## src/rtl/palette_pkg.sv

```systemverilog
// Shared types, FSM state encoding and the default palette for the colour look-up table.
// The invert option is enabled with the macro PALETTE_INVERT_EN.
package palette_pkg;

    typedef enum logic {ST_INIT, ST_RUN} init_state_t;

    typedef struct packed {
        logic [7:0] r;
        logic [7:0] g;
        logic [7:0] b;
    } rgb8_t;

    // Wide enough for any channel width up to 32 bits; callers cast down to CH_W.
    typedef struct packed {
        logic [31:0] r;
        logic [31:0] g;
        logic [31:0] b;
    } rgb_wide_t;

    localparam int PAL_ENTRIES = 16;

    localparam rgb8_t DEFAULT_PAL [PAL_ENTRIES] = '{
        '{8'h80, 8'h00, 8'h80}, '{8'hEF, 8'hEF, 8'hEF}, '{8'hF0, 8'hF0, 8'hF0}, '{8'hF6, 8'hF6, 8'hF6},
        '{8'hF7, 8'hF7, 8'hF7}, '{8'hF8, 8'hF8, 8'hF8}, '{8'hFE, 8'hFE, 8'hFE}, '{8'hFF, 8'hFF, 8'hFF},
        '{8'h53, 8'h53, 8'h53}, '{8'hB9, 8'hB9, 8'hB9}, '{8'hDA, 8'hDA, 8'hDA}, '{8'h00, 8'h00, 8'h00},
        '{8'h00, 8'h00, 8'h00}, '{8'h00, 8'h00, 8'h00}, '{8'h00, 8'h00, 8'h00}, '{8'h00, 8'h00, 8'h00}
    };

    // Places an 8-bit value at the top of a ch_w-bit channel (zero-fill or truncate the LSBs).
    function automatic logic [31:0] msb_align(input logic [7:0] v, input int ch_w);
        logic [31:0] w;
        w = {24'd0, v};
        return (ch_w >= 8) ? (w << (ch_w - 8)) : (w >> (8 - ch_w));
    endfunction

    function automatic rgb_wide_t default_entry(input int idx, input int ch_w);
        rgb_wide_t e;
        e = '0;
        if (idx >= 0 && idx < PAL_ENTRIES) begin
            e.r = msb_align(DEFAULT_PAL[idx].r, ch_w);
            e.g = msb_align(DEFAULT_PAL[idx].g, ch_w);
            e.b = msb_align(DEFAULT_PAL[idx].b, ch_w);
        end
        return e;
    endfunction

endpackage

```

## src/rtl/palette_clut_if.sv

```systemverilog
// Lookup, table-write and result signals of the colour look-up table.
// The invert input exists only when PALETTE_INVERT_EN is defined.
interface palette_clut_if #(
    parameter int IDX_W = 4,
    parameter int CH_W  = 8
);
    logic              pix_valid_in;
    logic [IDX_W-1:0]  color_in;
    logic              wr_en;
    logic [IDX_W-1:0]  wr_idx;
    logic [3*CH_W-1:0] wr_rgb;
    logic              wr_transp;
    logic              reload;
`ifdef PALETTE_INVERT_EN
    logic              invert;
`endif
    logic              init_busy;
    logic              pix_valid_out;
    logic              istransparent;
    logic [CH_W-1:0]   Red;
    logic [CH_W-1:0]   Green;
    logic [CH_W-1:0]   Blue;

    modport master (
`ifdef PALETTE_INVERT_EN
        output invert,
`endif
        output pix_valid_in, color_in, wr_en, wr_idx, wr_rgb, wr_transp, reload,
        input  init_busy, pix_valid_out, istransparent, Red, Green, Blue
    );

    modport slave (
`ifdef PALETTE_INVERT_EN
        input  invert,
`endif
        input  pix_valid_in, color_in, wr_en, wr_idx, wr_rgb, wr_transp, reload,
        output init_busy, pix_valid_out, istransparent, Red, Green, Blue
    );
endinterface

```

## src/rtl/palette_init_fsm.sv

```systemverilog
// INIT/RUN sequencer: loads the default palette after reset or reload, then passes
// user writes through to the single table write port.
module palette_init_fsm
    import palette_pkg::*;
#(
    parameter int IDX_W      = 4,
    parameter int CH_W       = 8,
    parameter int TRANSP_IDX = 0
) (
    input  logic              clk,
    input  logic              rst,
    input  logic              reload,
    input  logic              wr_en,
    input  logic [IDX_W-1:0]  wr_idx,
    input  logic [3*CH_W-1:0] wr_rgb,
    input  logic              wr_transp,
    output logic              init_busy,
    output logic              tbl_we,
    output logic [IDX_W-1:0]  tbl_idx,
    output logic [3*CH_W-1:0] tbl_rgb,
    output logic              tbl_transp
);
    localparam int DEPTH = 2**IDX_W;

    init_state_t state, state_nxt;
    logic [IDX_W:0] cnt, cnt_nxt;
    rgb_wide_t def;

    // NOTE: state registers use non-blocking assignments; the decode below is purely combinational.
    always_ff @(posedge clk or posedge rst) begin
        if (rst) begin
            state <= ST_INIT;
            cnt   <= '0;
        end else begin
            state <= state_nxt;
            cnt   <= cnt_nxt;
        end
    end

    // NOTE: every output gets a default first so no path leaves a latch behind.
    always_comb begin
        state_nxt  = state;
        cnt_nxt    = cnt;
        tbl_we     = 1'b0;
        tbl_idx    = wr_idx;
        tbl_rgb    = wr_rgb;
        tbl_transp = wr_transp;
        def        = default_entry(int'(cnt), CH_W);
        case (state)
            ST_INIT: begin
                tbl_we     = 1'b1;
                tbl_idx    = cnt[IDX_W-1:0];
                tbl_rgb    = {CH_W'(def.r), CH_W'(def.g), CH_W'(def.b)};
                tbl_transp = (int'(cnt) == TRANSP_IDX);
                if (cnt == (IDX_W+1)'(DEPTH - 1)) begin
                    state_nxt = ST_RUN;
                    cnt_nxt   = '0;
                end else begin
                    cnt_nxt = cnt + 1'b1;
                end
            end
            ST_RUN: begin
                // A reload in the same cycle as a write wins; the write is dropped.
                if (reload) begin
                    state_nxt = ST_INIT;
                    cnt_nxt   = '0;
                end else begin
                    tbl_we = wr_en;
                end
            end
            default: state_nxt = ST_INIT;
        endcase
    end

    assign init_busy = (state == ST_INIT);

endmodule

```

## src/rtl/palette_clut.sv

```systemverilog
// Programmable two-stage colour look-up table: index -> {R,G,B} + transparency.
// Define PALETTE_INVERT_EN to add the night-mode invert input.
module palette_clut
    import palette_pkg::*;
#(
    parameter int IDX_W      = 4,
    parameter int CH_W       = 8,
    parameter int TRANSP_IDX = 0
) (
    input  logic           Clk,
    input  logic           Reset,
    palette_clut_if.slave  bus
);
    localparam int DEPTH = 2**IDX_W;

    typedef struct packed {
        logic [CH_W-1:0] r;
        logic [CH_W-1:0] g;
        logic [CH_W-1:0] b;
    } rgb_t;

    typedef struct packed {
        rgb_t rgb;
        logic transp;
    } entry_t;

    entry_t            pal_mem [DEPTH];
    entry_t            rd;
    rgb_t              out_rgb;
    logic              init_busy;
    logic              tbl_we;
    logic [IDX_W-1:0]  tbl_idx;
    logic [3*CH_W-1:0] tbl_rgb;
    logic              tbl_transp;
    logic              s1_valid;
    logic [IDX_W-1:0]  s1_idx;
    logic              s1_inv;

    palette_init_fsm #(
        .IDX_W      (IDX_W),
        .CH_W       (CH_W),
        .TRANSP_IDX (TRANSP_IDX)
    ) u_init_fsm (
        .clk        (Clk),
        .rst        (Reset),
        .reload     (bus.reload),
        .wr_en      (bus.wr_en),
        .wr_idx     (bus.wr_idx),
        .wr_rgb     (bus.wr_rgb),
        .wr_transp  (bus.wr_transp),
        .init_busy  (init_busy),
        .tbl_we     (tbl_we),
        .tbl_idx    (tbl_idx),
        .tbl_rgb    (tbl_rgb),
        .tbl_transp (tbl_transp)
    );

    assign bus.init_busy = init_busy;

    // NOTE: the table has no reset; the INIT sequence rewrites every entry after reset.
    always_ff @(posedge Clk) begin
        if (tbl_we) pal_mem[tbl_idx] <= {tbl_rgb, tbl_transp};
    end

    always_ff @(posedge Clk or posedge Reset) begin
        if (Reset) begin
            s1_valid <= 1'b0;
            s1_idx   <= '0;
        end else begin
            s1_valid <= bus.pix_valid_in && !init_busy;
            s1_idx   <= bus.color_in;
        end
    end

`ifdef PALETTE_INVERT_EN
    always_ff @(posedge Clk or posedge Reset) begin
        if (Reset) s1_inv <= 1'b0;
        else       s1_inv <= bus.invert;
    end
`else
    assign s1_inv = 1'b0;
`endif

    // The table is read one edge after the index is sampled, so a same-edge write is visible.
    always_comb begin
        rd      = pal_mem[s1_idx];
        out_rgb = (s1_inv && !rd.transp) ? rgb_t'(~rd.rgb) : rd.rgb;
    end

    always_ff @(posedge Clk or posedge Reset) begin
        if (Reset) begin
            bus.pix_valid_out <= 1'b0;
            bus.istransparent <= 1'b0;
            bus.Red           <= '0;
            bus.Green         <= '0;
            bus.Blue          <= '0;
        end else begin
            bus.pix_valid_out <= s1_valid;
            if (s1_valid) begin
                bus.istransparent <= rd.transp;
                bus.Red           <= out_rgb.r;
                bus.Green         <= out_rgb.g;
                bus.Blue          <= out_rgb.b;
            end
        end
    end

endmodule

```

## src/flat_wrapper.sv

```systemverilog
// flat-port wrapper written by rule: the top's interface ports become plain ports
module palette_clut_flat import palette_pkg::*;
#(
    parameter int IDX_W      = 4,
    parameter int CH_W       = 8,
    parameter int TRANSP_IDX = 0
)
  (Clk, Reset, bus_pix_valid_in, bus_color_in, bus_wr_en, bus_wr_idx, bus_wr_rgb, bus_wr_transp, bus_reload, bus_init_busy, bus_pix_valid_out, bus_istransparent, bus_Red, bus_Green, bus_Blue);
  palette_clut_if #(.IDX_W(IDX_W), .CH_W(CH_W)) bus_i ();
  input  logic Clk;
  input  logic Reset;
  input wire logic [$bits(bus_i.pix_valid_in)-1:0] bus_pix_valid_in;
  input wire logic [$bits(bus_i.color_in)-1:0] bus_color_in;
  input wire logic [$bits(bus_i.wr_en)-1:0] bus_wr_en;
  input wire logic [$bits(bus_i.wr_idx)-1:0] bus_wr_idx;
  input wire logic [$bits(bus_i.wr_rgb)-1:0] bus_wr_rgb;
  input wire logic [$bits(bus_i.wr_transp)-1:0] bus_wr_transp;
  input wire logic [$bits(bus_i.reload)-1:0] bus_reload;
  output wire logic [$bits(bus_i.init_busy)-1:0] bus_init_busy;
  output wire logic [$bits(bus_i.pix_valid_out)-1:0] bus_pix_valid_out;
  output wire logic [$bits(bus_i.istransparent)-1:0] bus_istransparent;
  output wire logic [$bits(bus_i.Red)-1:0] bus_Red;
  output wire logic [$bits(bus_i.Green)-1:0] bus_Green;
  output wire logic [$bits(bus_i.Blue)-1:0] bus_Blue;
  assign bus_i.pix_valid_in = bus_pix_valid_in;
  assign bus_i.color_in = bus_color_in;
  assign bus_i.wr_en = bus_wr_en;
  assign bus_i.wr_idx = bus_wr_idx;
  assign bus_i.wr_rgb = bus_wr_rgb;
  assign bus_i.wr_transp = bus_wr_transp;
  assign bus_i.reload = bus_reload;
  assign bus_init_busy = bus_i.init_busy;
  assign bus_pix_valid_out = bus_i.pix_valid_out;
  assign bus_istransparent = bus_i.istransparent;
  assign bus_Red = bus_i.Red;
  assign bus_Green = bus_i.Green;
  assign bus_Blue = bus_i.Blue;
  palette_clut #(.IDX_W(IDX_W), .CH_W(CH_W), .TRANSP_IDX(TRANSP_IDX)) u_core (.Clk(Clk), .Reset(Reset), .bus(bus_i));
endmodule
```

## config.mk

```make
export PLATFORM = sky130hd
export DESIGN_NAME = palette_clut_flat
export DESIGN_NICKNAME = d
export VERILOG_FILES = /design/src/rtl/palette_pkg.sv /design/src/rtl/palette_clut_if.sv /design/src/rtl/palette_init_fsm.sv /design/src/rtl/palette_clut.sv /design/src/flat_wrapper.sv
export SDC_FILE = /design/constraint.sdc
export NUM_CORES = 1
export LEC_CHECK = 0
export ABC_AREA = 1
export CAP_MARGIN = 20
export CELL_PAD_IN_SITES_DETAIL_PLACEMENT = 1
export CELL_PAD_IN_SITES_GLOBAL_PLACEMENT = 1
export CORE_MARGIN = 4
export CORE_UTILIZATION = 50
export CTS_BUF_LIST = sky130_fd_sc_hd__clkbuf_16
export DETAILED_ROUTE_END_ITERATION = 8
export GPL_ROUTABILITY_DRIVEN = 0
export PLACE_DENSITY = 0.89
export SYNTH_ARGS = -nofsm -noshare
export SYNTH_HDL_FRONTEND = slang
export SYNTH_SLANG_ARGS = --single-unit
export TNS_END_PERCENT = 50
```

## constraint.sdc

```tcl
create_clock -name Clk -period 4.5 [get_ports Clk]
set_clock_uncertainty 0.05 [all_clocks]
set_input_delay 0.9 -clock Clk [delete_from_list [all_inputs] [get_ports Clk]]
set_output_delay 0.9 -clock Clk [all_outputs]
set_load 0.005 [all_outputs]
```

==> results of run 1 <==
-- cells by family (layout without fill, tap and decap cells) --
kind of cell    after synthesis  in the layout  share of synthesized area (%)
fa+ha+maj                     6              6                          0.414
compound gates               27             27                          0.800
flops                       437            437                           71.3
buf+inv                     116            189                           4.74
xor+xnor                      1              1                         0.0483
simple gates                993            993                           22.7
-- cell type report --
class	instances	area, um^2	share of cell area [%]
clock buffers	47	1180	5.81
clock inverters	36	153	0.754
inverters	26	103	0.507
multi-input cells	1027	4460	22.1
flip-flops and latches	437	12900	64.0
well taps	461	577	2.85
repair buffers	80	823	4.07
-- worst max-delay path, cell delays in order --
cell             delay, ns
clkdlybuf4s50_1       0.45
inv_1                 0.03
o21ai_0               0.48
nand3_1               0.50
nor2_4                0.96
-- final timing paths --
path                       slack [ns]                             end                                  from
setup / recovery                 1.28  u_core.pal_mem[7][6]$_DFFE_PP_                             bus_wr_en
hold / removal                   0.43  u_core.bus.Blue[0]$_DFFE_PP0P_        u_core.bus.Blue[0]$_DFFE_PP0P_
setup reg to reg                 1.50  u_core.pal_mem[7][6]$_DFFE_PP_  u_core.u_init_fsm.cnt[1]$_DFFE_PP0P_
hold reg to reg                  0.43  u_core.bus.Blue[0]$_DFFE_PP0P_        u_core.bus.Blue[0]$_DFFE_PP0P_
max in group asynchronous        3.28      u_core.s1_idx[0]$_DFF_PP0_                                 Reset
min in group asynchronous        0.58   u_core.bus.Red[3]$_DFFE_PP0P_                                 Reset
-- Yosys cell counts, types with 2 or more instances --
| master | n | share of area, % |
|---|---|---|
| nand2_1 | 662 | 14 |
| edfxtp_1 | 400 | 66 |
| nand3_1 | 305 | 8.4 |
| buf_6 | 45 | 2.8 |
| dfrtp_1 | 37 | 5.1 |
| buf_2 | 31 | 0.86 |
| nor2_1 | 23 | 0.48 |
| inv_1 | 21 | 0.43 |
| o21ai_0 | 17 | 0.47 |
| ha_1 | 6 | 0.41 |
| clkbuf_1 | 5 | 0.10 |
| buf_4 | 4 | 0.17 |
| a21oi_1 | 3 | 0.083 |
| clkbuf_8 | 3 | 0.23 |
| inv_2 | 3 | 0.062 |
| o22ai_1 | 3 | 0.10 |
| buf_1 | 2 | 0.041 |
| or2_0 | 2 | 0.069 |
-- through the flow --
step / instances / cell area [um^2]
4_1_cts: 2113 / 20200
2_1_floorplan: 1580 / 18100
6_report: 2114 / 20200
3_5_place_dp: 2030 / 18900
3_3_place_gp: 2030 / 18900
5_1_grt: 2114 / 20200
-- state kept, by name, indices dropped and copies added, names as in the netlist --
register,cells
u_core.bus.pix_valid_out,1
u_core.bus.Green,8
u_core.s1_idx,4
u_core.s1_valid,1
u_core.bus.Blue,8
u_core.pal_mem,400
u_core.bus.Red,8
u_core.bus.istransparent,1
u_core.u_init_fsm.state,1
u_core.u_init_fsm.cnt,5
-- power by group through the flow --
stage	Sequential, mW	Combinational, mW	Clock (mW)
2_1_floorplan	7.09	1.91	0
3_3_place_gp	7.15	3.53	0
3_5_place_dp	7.25	3.80	0
4_1_cts	7.20	3.89	3.45
5_1_grt	7.28	4.21	3.62
6_report	7.20	3.95	3.42
-- layer usage --
metal | up-vias | global-route usage, % | share of wire, %
met3 | 151 | 5.05 | 7.8
li1 | 5505 | - | -
met4 | 2 | 11.4 | 4.4
met1 | 6384 | 36.5 | 38
met2 | 636 | 47.8 | 49
met5 | - | 0 | 0.024
==> flow_summary.yaml, run 1 <==
critical_path:
  critPathMaxFanout: 25
  critPathLaunchType: "primary input"
  cp-end-kind: "flop"
  worstPathArrival_ns: 3.34
  worst-r2r-cell-count: 4
  crit_type: "primary input to flop"
  required_ns: 4.62
sta:
  slew_viol_final: 0
  tightest_slew_ns: 1.11
  slew_headroom_pct: 25.7
  finalHoldViolCount: 0
  finalCriticalPeriod_ns: 3.22
  fin_crit_sh_pct: 71.6
  rsz0062_at_grt: "false"
  whs_ns: 0.427
  setup_viol: 0
  worst_slack_ns: 1.28
  tns_ns: 0
  max_freq_ghz: 0.311
place:
  dp_hpwl_um: 31900
  portBuffers: 64
  dp_slack_ns: 0.806
power_and_ir_drop:
  p_sw_mw: 5.16
  power_frac_seq_pct: 49.4
  p_total_mw: 14.6
  p_per_area_mw_per_mm2: 720
  worst_ir_drop_vdd_mv: 0.602
  p_leak_nw: 7.67
  comb_power_share_pct: 27.1
  pwr-share-clk_pct: 23.5
  p_int_mw: 9.42
  p_sw_share_pct: 35.4
logic_synthesis:
  synth_cell_types: 26
  synth.cell_area_mm2: 0.0181
  synth_edf_count: 400
  ys_warn_count: 0
  postSynthAreaPerCell_um2: 11.5
  ys_ff_latch: 437
  syn_nets: 1624
  async_reset_ff_share_pct: 8.47
  syn_inst: 1580
  ys_seq_area_share_pct: 71.3
  synthFlopType: "edfxtp_1"
clock_network:
  clk_latency_ns: 0.56
  post_cts_resized: 0
  h-tree-depth: 2
  cts_tree: "yes"
  holdBufCountCts: 0
  clkTransAtPathRegs_ns: 0.06
  post_cts_buffers: 0
  cts_num_sinks: 437
  clk_path_buf_depth: 3
  clockRootBuffer: "clkbuf_16"
  tritoncts.num_buffers: 45
route:
  antenna_left: 0
  drt_first_iter_violations: 1449
  vias: 12700
  finalWirelength_um: 55200
  post_drt_wl_per_cell_um: 26.1
  drt_pre_antenna_iters: 5
  post-route-drc-count: 0
  viasPerCell: 6.00
global_routing:
  grt_pass1_vias: 13600
  grt_pass1_wl_um: 83000
  antenna_found_initial: 1
  gr-total-overflow: 0
  grt_usage_pct: 28.2
  grt_start_max_net_pins: 201
die:
  num_rows: 69
  dieWidth_um: 198
  io_pins: 65
  die_y_um: 198
  dieArea_mm2: 0.0394
  core_area_mm2: 0.0357
  initial_core_util_pct: 50.9
worst_hold_path:
  holdPathStages: 2
  holdCritPathClass: "flop to flop"
layout:
  fillers: 3713
  fin_util_pct: 56.8
  areaGrowthSynthToFinish_pct: 11.6
  drive_gt1_share_pct: 5.87
  layout.cells.most_common_list: "nand2_1, edfxtp_1, nand3_1"
  layout_commonest_cell: "nand2_1"
  nets: 1661
  diodes: 0
run_status:
  outcome: "completed"
run:
  maxCapViolCount: 0
(Power assumes the default switching activity.)
==> run 2, diff against run 1 <==
Clock period 4.5 ns to 3.1 ns, I/O delays scaled along.
==> run 2 against run 1 <==
Against the previous run: first-iteration DRC count rose by 34%; non-clock buffer count rose by 49; die area did not move; sequential share of layout area fell by 2.1 points; cell count rose by 2.1%; register-to-register slack got worse by 1.0 ns; wire length rose by 11%; clock power rose by 62%; worst hold slack improved by 0.0043 ns; sequential cell count did not move; design area rose by 3.4%; largest power group unchanged.
==> flow_summary.yaml, run 2 (synthesis results as in run 1) <==
run_status:
  outcome: "completed"
die:
  core_area_mm2: 0.0357
  num_rows: 69
  initial_core_util_pct: 50.9
  dieArea_mm2: 0.0394
  die_y_um: 198
  io_pins: 65
  dieWidth_um: 198
route:
  vias: 13500
  antenna_left: 0
  post-route-drc-count: 0
  drt_pre_antenna_iters: 6
  post_drt_wl_per_cell_um: 28.4
  finalWirelength_um: 61300
  drt_first_iter_violations: 1936
  viasPerCell: 6.24
clock_network:
  cts_tree: "yes"
  cts_num_sinks: 437
  post_cts_buffers: 0
  clk_path_buf_depth: 3
  clockRootBuffer: "clkbuf_16"
  post_cts_resized: 0
  clk_latency_ns: 0.56
  tritoncts.num_buffers: 44
  clkTransAtPathRegs_ns: 0.06
  h-tree-depth: 2
  holdBufCountCts: 0
sta:
  setup_viol: 0
  finalCriticalPeriod_ns: 2.62
  whs_ns: 0.431
  slew_headroom_pct: 32.6
  fin_crit_sh_pct: 84.6
  max_freq_ghz: 0.381
  tightest_slew_ns: 1.01
  worst_slack_ns: 0.477
  slew_viol_final: 0
  finalHoldViolCount: 0
  tns_ns: 0
  rsz0062_at_grt: "false"
power_and_ir_drop:
  p_int_mw: 14.7
  comb_power_share_pct: 30.4
  worst_ir_drop_vdd_mv: 1.40
  p_sw_share_pct: 35.9
  p_leak_nw: 8.00
  p_total_mw: 23.0
  pwr-share-clk_pct: 24.1
  power_frac_seq_pct: 45.5
  p_sw_mw: 8.25
  p_per_area_mw_per_mm2: 1100
global_routing:
  gr-total-overflow: 0
  grt_pass1_vias: 14200
  grt_start_max_net_pins: 173
  grt_usage_pct: 31.1
  antenna_found_initial: 1
  grt_pass1_wl_um: 90900
critical_path:
  r2r_slack_ns: 0.48
  required_ns: 3.54
  crit_type: "flop to flop"
  critPathLaunchType: "flop"
  critPathMaxFanout: 172
  cp-endpoint: "u_core.bus.Green[7]$_DFFE_PP0P_"
  worstPathArrival_ns: 3.06
  crit_start: "u_core.s1_idx[0]$_DFF_PP0_"
  worstReg2RegStart: "u_core.s1_idx[0]$_DFF_PP0_"
  cp-end-kind: "flop"
  r2r_end: "u_core.bus.Green[7]$_DFFE_PP0P_"
  worst-r2r-cell-count: 9
layout:
  layout.cells.most_common_list: "nand2_1, edfxtp_1, nand3_1"
  drive_gt1_share_pct: 9.36
  layout_commonest_cell: "nand2_1"
  diodes: 0
  areaGrowthSynthToFinish_pct: 15.4
  regMostFlops: "u_core.pal_mem"
  largest_reg_flops: 400
  nets: 1709
worst_hold_path:
  holdPathStages: 2
  holdCritPathClass: "flop to flop"
run:
  maxCapViolCount: 0
place:
  portBuffers: 64
  dp_hpwl_um: 35500
  dp_slack_ns: 0.386
==> run 2: cell count changes in the layout (fill, tap and decap cells not counted) <==
cell	delta
buf_4	+34
buf_12	+15
inv_1	-9
clkinv_1	-8
clkinv_2	+8
bufinv_16	+7
clkbuf_16	-2
inv_6	-2
clkinv_4	+1
clkinvlp_4	+1
o21ai_0	+1
o21ai_1	-1
==> run 2: worst min path at each step <==
stage,start,end
2_1_floorplan,u_core.s1_valid$_DFF_PP0_,u_core.bus.pix_valid_out$_DFF_PP0_
3_3_place_gp,u_core.bus.Green[0]$_DFFE_PP0P_,u_core.bus.Green[0]$_DFFE_PP0P_
3_5_place_dp,u_core.bus.Blue[5]$_DFFE_PP0P_,u_core.bus.Blue[5]$_DFFE_PP0P_
4_1_cts,u_core.bus.Green[4]$_DFFE_PP0P_,u_core.bus.Green[4]$_DFFE_PP0P_
5_1_grt,bus_color_in[0],u_core.s1_idx[0]$_DFF_PP0_
6_report,u_core.bus.Red[2]$_DFFE_PP0P_,u_core.bus.Red[2]$_DFFE_PP0P_
==> run 2: power groups by stage <==
stage | clock [mW] | combinational [mW] | sequential (mW)
2_1_floorplan | 0 | 2.77 | 10.3
3_3_place_gp | 0 | 6.04 | 10.3
3_5_place_dp | 0 | 6.59 | 10.5
4_1_cts | 5.55 | 6.80 | 10.4
5_1_grt | 5.81 | 7.24 | 10.5
6_report | 5.54 | 6.99 | 10.4
==> run 2: metrics by stage <==
stage               instance area, um^2  cells  utilization [%]
finish                            20900   2159             58.7
global route                      20900   2159             58.7
CTS                               20900   2159             58.7
detailed placement                19500   2080             54.6
global placement                  19500   2080             54.6
floorplan                         18100   1580                -
==> run 2: critical path: stages (launching register included) <==
cell and delay (ns):
dfrtp_4 0.67, buf_12 0.56, nand2_1 0.14, nand3_1 0.13, nand3_1 0.22, nand2_1 0.25, nand2_1 0.09, nand2_1 0.10
nand2_1 0.08, nand2_1 0.11
==> run 2: routing by layer <==
metal	global-route usage (%)	vias to the layer above	share of wire, %	routed length, um
li1	-	5598	-	-
met1	41.2	6764	37	22400
met2	52.0	907	49	30000
met3	6.18	192	10	6330
met4	11.0	2	4.1	2510
met5	0	-	0.064	39
==> run 2: cell type report <==
type	instances	area (um^2)
fill	3631	14700
sequential	437	12900
multi-input combinational	1027	4460
timing repair buffer	129	1380
clock buffer	45	1130
tap	461	577
clock inverter	34	338
inverter	26	103
